**src/rtl/piso_byte_serializer.sv**
```systemverilog
// Parallel-in / serial-out byte serializer.
// Takes a word of up to WORD_BYTES bytes over valid/ready and streams it out one
// byte per clock with first/last markers. The next word is taken on the cycle the
// last byte of the current word is on the output, so back-to-back words have no gap.
module piso_byte_serializer #(
  parameter int                  DATA_WID   = 8,
  parameter int                  WORD_BYTES = 4,
  parameter bit                  MSB_FIRST  = 1'b1,
  parameter logic [DATA_WID-1:0] IDLE_BYTE  = 8'h00
) (
  input  logic                           clk,
  input  logic                           rst_n,
  input  logic                           i_clr,
  input  logic                           i_in_valid,
  output logic                           o_in_ready,
  input  logic [DATA_WID*WORD_BYTES-1:0] i_in_data,
  input  logic [$clog2(WORD_BYTES+1)-1:0] i_in_nbytes,
  output logic [DATA_WID-1:0]            o_ser_data,
  output logic                           o_ser_valid,
  output logic                           o_ser_first,
  output logic                           o_ser_last,
  output logic                           o_busy
);

  localparam int NB_W   = $clog2(WORD_BYTES + 1);
  localparam int WORD_W = DATA_WID * WORD_BYTES;

  localparam logic [NB_W-1:0]   CNT_ZERO  = {NB_W{1'b0}};
  localparam logic [NB_W-1:0]   CNT_ONE   = {{(NB_W-1){1'b0}}, 1'b1};
  localparam logic [NB_W-1:0]   CNT_TWO   = CNT_ONE << 1;
  localparam logic [NB_W-1:0]   CNT_FULL  = NB_W'(WORD_BYTES);
  localparam logic [WORD_W-1:0] WORD_ZERO = {WORD_W{1'b0}};

  typedef enum logic [0:0] {
    ST_IDLE  = 1'b0,
    ST_SHIFT = 1'b1
  } state_t;

  state_t              r_state;
  logic [NB_W-1:0]     r_cnt;      // bytes still to show, including the one on the output
  logic [WORD_W-1:0]   r_shreg;    // remaining bytes in send order, next byte in lane 0
  logic [DATA_WID-1:0] r_ser_data;
  logic                r_ser_valid;
  logic                r_ser_first;
  logic                r_ser_last;
  logic                r_busy;

  logic [NB_W-1:0]     w_neff;
  logic [WORD_W-1:0]   w_ord;
  logic                w_in_ready;
  logic                w_accept;

  // Effective byte count: zero or out-of-range requests mean a full word.
  always_comb begin
    if ((i_in_nbytes == CNT_ZERO) || (i_in_nbytes > CNT_FULL)) begin
      w_neff = CNT_FULL;
    end else begin
      w_neff = i_in_nbytes;
    end
  end

  // Reorder the valid bytes into send order (lane 0 goes out first); unused lanes are zero.
  always_comb begin
    w_ord = WORD_ZERO;
    for (int j = 0; j < WORD_BYTES; j++) begin
      for (int k = 0; k < WORD_BYTES; k++) begin
        if (MSB_FIRST ? ((k + j + 1) == int'(w_neff))
                      : ((k == j) && (j < int'(w_neff)))) begin
          w_ord[j*DATA_WID +: DATA_WID] = w_ord[j*DATA_WID +: DATA_WID]
                                        | i_in_data[k*DATA_WID +: DATA_WID];
        end else begin
          w_ord[j*DATA_WID +: DATA_WID] = w_ord[j*DATA_WID +: DATA_WID];
        end
      end
    end
  end

  // Ready when idle, or while the last byte of the current word is on the output;
  // a pending flush or reset blocks acceptance.
  assign w_in_ready = rst_n & ~i_clr &
                      ((r_state == ST_IDLE) | ((r_state == ST_SHIFT) & (r_cnt == CNT_ONE)));
  assign w_accept   = i_in_valid & w_in_ready;

  // Serializer FSM: load on accept, shift one byte per clock, fall back to idle when done.
  always_ff @(posedge clk or negedge rst_n) begin
    if (!rst_n) begin
      r_state     <= ST_IDLE;
      r_cnt       <= CNT_ZERO;
      r_shreg     <= WORD_ZERO;
      r_ser_data  <= IDLE_BYTE;
      r_ser_valid <= 1'b0;
      r_ser_first <= 1'b0;
      r_ser_last  <= 1'b0;
      r_busy      <= 1'b0;
    end else if (i_clr) begin
      r_state     <= ST_IDLE;
      r_cnt       <= CNT_ZERO;
      r_shreg     <= WORD_ZERO;
      r_ser_data  <= IDLE_BYTE;
      r_ser_valid <= 1'b0;
      r_ser_first <= 1'b0;
      r_ser_last  <= 1'b0;
      r_busy      <= 1'b0;
    end else begin
      case (r_state)
        ST_IDLE, ST_SHIFT: begin
          if (w_accept) begin
            // New word: first byte goes straight to the output, the rest waits in r_shreg.
            r_state     <= ST_SHIFT;
            r_cnt       <= w_neff;
            r_shreg     <= w_ord >> DATA_WID;
            r_ser_data  <= w_ord[DATA_WID-1:0];
            r_ser_valid <= 1'b1;
            r_ser_first <= 1'b1;
            r_ser_last  <= (w_neff == CNT_ONE);
            r_busy      <= 1'b1;
          end else if ((r_state == ST_SHIFT) && (r_cnt != CNT_ONE)) begin
            r_state     <= ST_SHIFT;
            r_cnt       <= r_cnt - CNT_ONE;
            r_shreg     <= r_shreg >> DATA_WID;
            r_ser_data  <= r_shreg[DATA_WID-1:0];
            r_ser_valid <= 1'b1;
            r_ser_first <= 1'b0;
            r_ser_last  <= (r_cnt == CNT_TWO);
            r_busy      <= 1'b1;
          end else begin
            r_state     <= ST_IDLE;
            r_cnt       <= CNT_ZERO;
            r_shreg     <= WORD_ZERO;
            r_ser_data  <= IDLE_BYTE;
            r_ser_valid <= 1'b0;
            r_ser_first <= 1'b0;
            r_ser_last  <= 1'b0;
            r_busy      <= 1'b0;
          end
        end
        default: begin
          r_state     <= ST_IDLE;
          r_cnt       <= CNT_ZERO;
          r_shreg     <= WORD_ZERO;
          r_ser_data  <= IDLE_BYTE;
          r_ser_valid <= 1'b0;
          r_ser_first <= 1'b0;
          r_ser_last  <= 1'b0;
          r_busy      <= 1'b0;
        end
      endcase
    end
  end

  assign o_in_ready  = w_in_ready;
  assign o_ser_data  = r_ser_data;
  assign o_ser_valid = r_ser_valid;
  assign o_ser_first = r_ser_first;
  assign o_ser_last  = r_ser_last;
  assign o_busy      = r_busy;

endmodule

```
**config.mk**
```make
export PLATFORM = sky130hd
export DESIGN_NAME = piso_byte_serializer
export DESIGN_NICKNAME = d
export VERILOG_FILES = /design/src/rtl/piso_byte_serializer.sv
export SDC_FILE = /design/constraint.sdc
export NUM_CORES = 1
export LEC_CHECK = 0
export BUFFER_PORTS_ARGS = -buffer_cell sky130_fd_sc_hd__clkbuf_2
export CAP_MARGIN = 20
export CORE_ASPECT_RATIO = 0.75
export CORE_UTILIZATION = 29
export CTS_BUF_LIST = sky130_fd_sc_hd__clkbuf_4 sky130_fd_sc_hd__clkbuf_8 sky130_fd_sc_hd__clkbuf_16
export CTS_CLUSTER_SIZE = 12
export DETAILED_ROUTE_END_ITERATION = 7
export HOLD_SLACK_MARGIN = 0.06
export PLACE_DENSITY = 0.46
export SYNTH_ARGS = -nofsm -noshare
export SYNTH_HDL_FRONTEND = slang
export SYNTH_SLANG_ARGS = --single-unit
```
**constraint.sdc**
```tcl
create_clock -name clk -period 2 [get_ports clk]
set_clock_uncertainty 0.05 [all_clocks]
set_input_delay 0.1 -clock clk [delete_from_list [all_inputs] [get_ports clk]]
set_output_delay 0.1 -clock clk [all_outputs]
set_load 0.005 [all_outputs]
```
# After elaboration in Yosys (flattened, before gate mapping)
# Index checks and enable logic that the tools add are counted.
# op_classes
addsub	1
multipliers	0
div_mod_pow	0
order_cmp	1
n_eq_ne	11
n_shift	0
n_mux	34
bitwise_logic	19
reduce_logical	3
# op_table
cell	count
8-bit two-way mux	19
8-bit OR	12
32-bit two-way mux	2
24-bit two-way mux	1
3-bit == test, first input constant	4
3-bit two-way mux	4
1-bit two-way mux	8
2-bit by 3-bit == test with 1-bit output, first input constant	2
3-bit by 1-bit == test with 1-bit output, second input constant	2
1-bit bitwise AND	4
1-bit by 3-bit == test with 1-bit output, first input constant	1
3-bit by 2-bit == test with 1-bit output, second input constant	1
3-bit greater-than comparator, second input constant	1
3-bit zero test	1
3-bit by 1-bit inequality test with 1-bit output, second input constant	1
3-bit by 1-bit subtractor with 3-bit output, second input constant	1
1-bit inverter	2
1-bit logical AND	1
1-bit logical OR	1
1-bit OR	1
# word_totals
reg_bits	46
latchBits	0
ram_bits	0
mem_bits_ro	0
inputBits	39
out_inout_bits	13
wordCells	75
n_memories	0

# Depth between registers and ports, before layout
# depth
depth_word	13
depth_mapped	8
depth_no_buf	7

# Worst setup path before layout
# No wires, ideal clock.
# synth_path
kind	input -> register
startpoint	in i_in_nbytes[0]
endpoint	reg r_ser_data[4] (netlist: o_ser_data[4])
setup_ns	0.132
arrival_ns	1.477
required_time_ns	1.818
setup_slack_ns	0.341
cell_stages	7
n_path_buf	1
path_cell_list	or2_1 ha_1 and4b_1 buf_4 and2_1 a221oi_2 o21ai_1
# synth_between
elab_chain_cells	13
elab_cells_between_ends	17
cone_classes	1 x order compare; 4 x eq/ne; 7 x mux; 3 x bitwise; 2 x reduce/logical
# synth_lines
item	line_no	text
start, declared	17	input logic [$clog2(WORD_BYTES+1)-1:0] i_in_nbytes,
3-bit greater-than comparator / 3-bit zero test (equally long branches)	55	if ((i_in_nbytes == CNT_ZERO) || (i_in_nbytes > CNT_FULL)) begin
1-bit logical OR	55	
3-bit two-way mux *	55	
2-bit by 3-bit == test with 1-bit output	67	if (MSB_FIRST ? ((k + j + 1) == int'(w_neff))
8-bit two-way mux	67	
8-bit OR	70	| i_in_data[k*DATA_WID +: DATA_WID];
8-bit two-way mux	67	
8-bit OR	70	
8-bit two-way mux	67	
8-bit OR	70	
8-bit two-way mux *	67	
8-bit two-way mux *	107	if (w_accept) begin
8-bit two-way mux *	95	end else if (i_clr) begin
end signal, assigned	112	r_ser_data <= w_ord[DATA_WID-1:0];
end signal, assigned	121	r_ser_data <= r_shreg[DATA_WID-1:0];
end, declared	42	logic [DATA_WID-1:0] r_ser_data;
# Every way passes the cells marked *; elsewhere a longest branch is shown, timed or not.

# Worst setup path in the final report
# layout_path
startpoint	in i_in_nbytes[0]
endpoint	reg r_shreg[1]
# layout_between
elab_chain_cells	13
elab_cells_between_ends	17
cone_classes	1 x order compare; 4 x eq/ne; 7 x mux; 3 x bitwise; 2 x reduce/logical
# layout_lines
item	line_no	text
3-bit greater-than comparator / 3-bit zero test (equally long branches)	55	
1-bit logical OR	55	
3-bit two-way mux *	55	
3-bit == test	67	
8-bit two-way mux	67	
8-bit OR	70	
8-bit two-way mux	67	
8-bit OR	70	
8-bit two-way mux	67	
8-bit OR	70	
8-bit two-way mux *	67	
32-bit two-way mux *	107	
32-bit two-way mux *	95	
end signal, assigned	111	r_shreg <= w_ord >> DATA_WID;
end signal, assigned	120	r_shreg <= r_shreg >> DATA_WID;
end, declared	41	logic [WORD_W-1:0] r_shreg;
# Marks and branches as above.

==> flow_summary.json <==
{
  "syn_nets": 296,
  "die_h_um": 81.7,
  "nets": 349,
  "dp_hpwl_mm": 4.99,
  "min_period_over_period": 0.905,
  "crit_family": "simple AND/OR/NAND/NOR gates",
  "grt_max_degree": 41,
  "clkTransAtPathRegs_ns": 0.06,
  "wire_per_inst_um": 17.7,
  "synth_top_area_frac": 0.387,
  "dp_cells": 403,
  "seq_area_frac_synth": 0.387,
  "final_antenna_net_count": 0,
  "max_freq_mhz": 552,
  "post_cts.repair.setup_buffers": 0,
  "fp.coreArea_sq_mm": 0.00806,
  "layout-drive-gt1-share": 0.327,
  "cts_tree": "built",
  "async_flop_share": 1.00,
  "h-tree-depth": 2,
  "slew_headroom": 0.496,
  "synth_area_leaders": "dfrtp_1 (39%), a222oi_1 (6.5%), mux2_2 (6.4%)",
  "worstSetupPathType": "in -> reg",
  "hold_violations": 0,
  "setup_viol": 0,
  "synth.distinct_cells": 35,
  "remaining_drc_errors": 0,
  "leakagePower_nw": 1.35,
  "worst_ep_arrival_time_ns": 1.96,
  "slowest_delay_ns": 0.59,
  "multi_input_area_sq_mm": 0.00135,
  "rsz0062_at_grt": "false",
  "grt.total_usage": 0.176,
  "synth_commonest_cells": "dfrtp_1 (38), nand2_1 (26), o21ai_1 (24)",
  "path_max_fanout": 9,
  "ir_worst_vdd_mv": 0.245,
  "synth_seq_cells": 38,
  "avgSynthCellArea_sq_um": 9.71,
  "antenna_found_initial": 0,
  "nFillCells": 850,
  "worstMarginPinSlew_ns": 0.754,
  "drt_iter0_markers": 167,
  "final_cells": 411,
  "areaGrowthSynthToFinish_pct": 22.7,
  "min_period_ns": 1.81,
  "die-area_sq_mm": 0.00885,
  "clock_sinks": 38,
  "endpoint_kind": "flop",
  "required_ns": 2.15,
  "crit_buf_inv": 2,
  "gp_congestion": 0.736,
  "ys.flop_type": "dfrtp_1",
  "yosysMostFrequentCell": "dfrtp_1",
  "design_area_sq_mm": 0.00301,
  "grt_pass1_wl_mm": 11.7,
  "maxCapViolations": 0,
  "cts_root_buf": "clkbuf_16",
  "synth-edff-count": 0,
  "tns_ns": 0,
  "io_buffer_count": 51,
  "status": "finished, final reports clean",
  "regArea_sq_um": 951,
  "syn-instance-count": 253,
  "initial_core_util": 0.305,
  "worst_path_max_delay_cell": "nor2b_1",
  "firstDrtPassIters": 5,
  "dieWidth_um": 108,
  "grt-ovfl-total": 0,
  "p_per_area_mw_per_mm2": 666,
  "startpoint_type": "input pin",
  "wirelength_mm": 7.29,
  "vias": 2229,
  "grt_pass1_vias": 2079,
  "whs_ns": 0.0840,
  "finalMaxSlewViolations": 0,
  "cts_max_path_buffers": 2,
  "fp-row-count": 28,
  "path_cells": "clkbuf_2, or2_1, ha_1, buf_4, nor2b_1, a22o_1, a222oi_1, o21ai_1",
  "yosys.area.top_type": "dfrtp_1",
  "hold_class": "in -> reg",
  "vias_per_cell": 5.42,
  "power_mw": 2.01,
  "io_pins": 52,
  "clk_latency_ns": 0.28,
  "dpl-instance-area_sq_mm": 0.00287,
  "diodes": 0,
  "syn_area_sq_mm": 0.00246,
  "synth_warnings": 0,
  "numCtsBuffers": 5
}
final cells by class:
cell class,instances,area share
clock inverter,2,0.00332
sequential,38,0.315
multi-input combinational,185,0.449
timing repair buffer,70,0.139
inverter,6,0.00747
clock buffer,5,0.0415
tap,105,0.0436
routing by layer:
| metal | routed length, um | part of all wire | vias to the layer above | GRT usage |
|---|---|---|---|---|
| li1 | - | - | 1072 | - |
| met3 | 357 | 0.049 | 5 | 0.0349 |
| met2 | 2960 | 0.41 | 63 | 0.258 |
| met4 | 36 | 0.0049 | 0 | 0.0365 |
| met5 | 0 | 0 | - | 0 |
| met1 | 3930 | 0.54 | 1089 | 0.263 |
cells in the final DEF (no fill, tap or decap), types with 2 or more instances in the layout:
master / instances
a21oi_1: 8
a221oi_1: 13
a221oi_2: 2
a222oi_1: 16
a22o_1: 17
and2_1: 7
and3b_1: 3
buf_4: 16
clkbuf_16: 5
clkbuf_2: 51
clkinv_2: 2
dfrtp_1: 38
ha_1: 4
inv_1: 5
mux2_2: 14
mux2_4: 3
nand2_1: 26
nand2b_1: 2
nand3b_1: 17
nor2_1: 10
nor2b_1: 5
o21ai_1: 24
o22ai_1: 2
or2_1: 2
sequential cells by signal (all words and copies together), names as in the netlist:
signal and count:
o_ser_data 8, o_ser_last 1, r_cnt 3, r_shreg 24, o_ser_first 1, r_state 1
final timing paths:
check / cells past startpoint / slack, ns / end / startpoint
max: 8 / 0.19 / r_shreg[1]$_DFF_PN0_ / i_in_nbytes[0]
min: 3 / 0.08 / r_shreg[20]$_DFF_PN0_ / i_in_data[4]
max reg2reg: 7 / 0.37 / r_shreg[1]$_DFF_PN0_ / r_cnt[1]$_DFF_PN0_
min reg2reg: 2 / 0.40 / r_shreg[2]$_DFF_PN0_ / r_shreg[10]$_DFF_PN0_
max in group asynchronous: 3 / 1.14 / o_ser_data[5]$_DFF_PN0_ / rst_n
min in group asynchronous: 3 / 0.40 / r_state$_DFF_PN0_ / rst_n
metrics by stage:
stage | util | worst slack (ns)
2_1_floorplan | - | 0.341
3_3_place_gp | 0.354 | -0.292
3_5_place_dp | 0.356 | -0.161
4_1_cts | 0.374 | 0.132
5_1_grt | 0.374 | 0.0862
6_report | 0.374 | 0.190
timing repair:
item | CTS | global route
hold buffers | 1 | 0
endpoints found under the hold margin | 38 | 0
endpoints found under the setup margin | 0 | 1
gates resized for setup | 0 | 1
worst register-to-register path, delay by kind of cell, from the launching register on:
kind	cells	cell delay [ns]
adder cells (fa/ha/maj)	1	0.17
buffers and inverters	2	0.35
AO/OA/AOI/OAI	1	0.08
AND/OR/NAND/NOR	3	0.55
flip-flops	1	0.34
cells by family (layout without fill, tap and decap cells):
kind of cell | after synthesis | in the layout | share of synthesized area
fa+ha+maj | 4 | 4 | 0.0204
xor+xnor | 1 | 1 | 0.00357
simple gates | 77 | 77 | 0.177
buf+inv | 30 | 83 | 0.0627
compound gates | 86 | 86 | 0.267
flops | 38 | 38 | 0.387
mux | 17 | 17 | 0.0825
power by group:
group	internal (mW)	total (mW)	switching (mW)
Clock	0.450	0.750	0.300
Sequential	0.793	0.802	0.00873
Combinational	0.200	0.455	0.255
(Power assumes the default switching activity.)
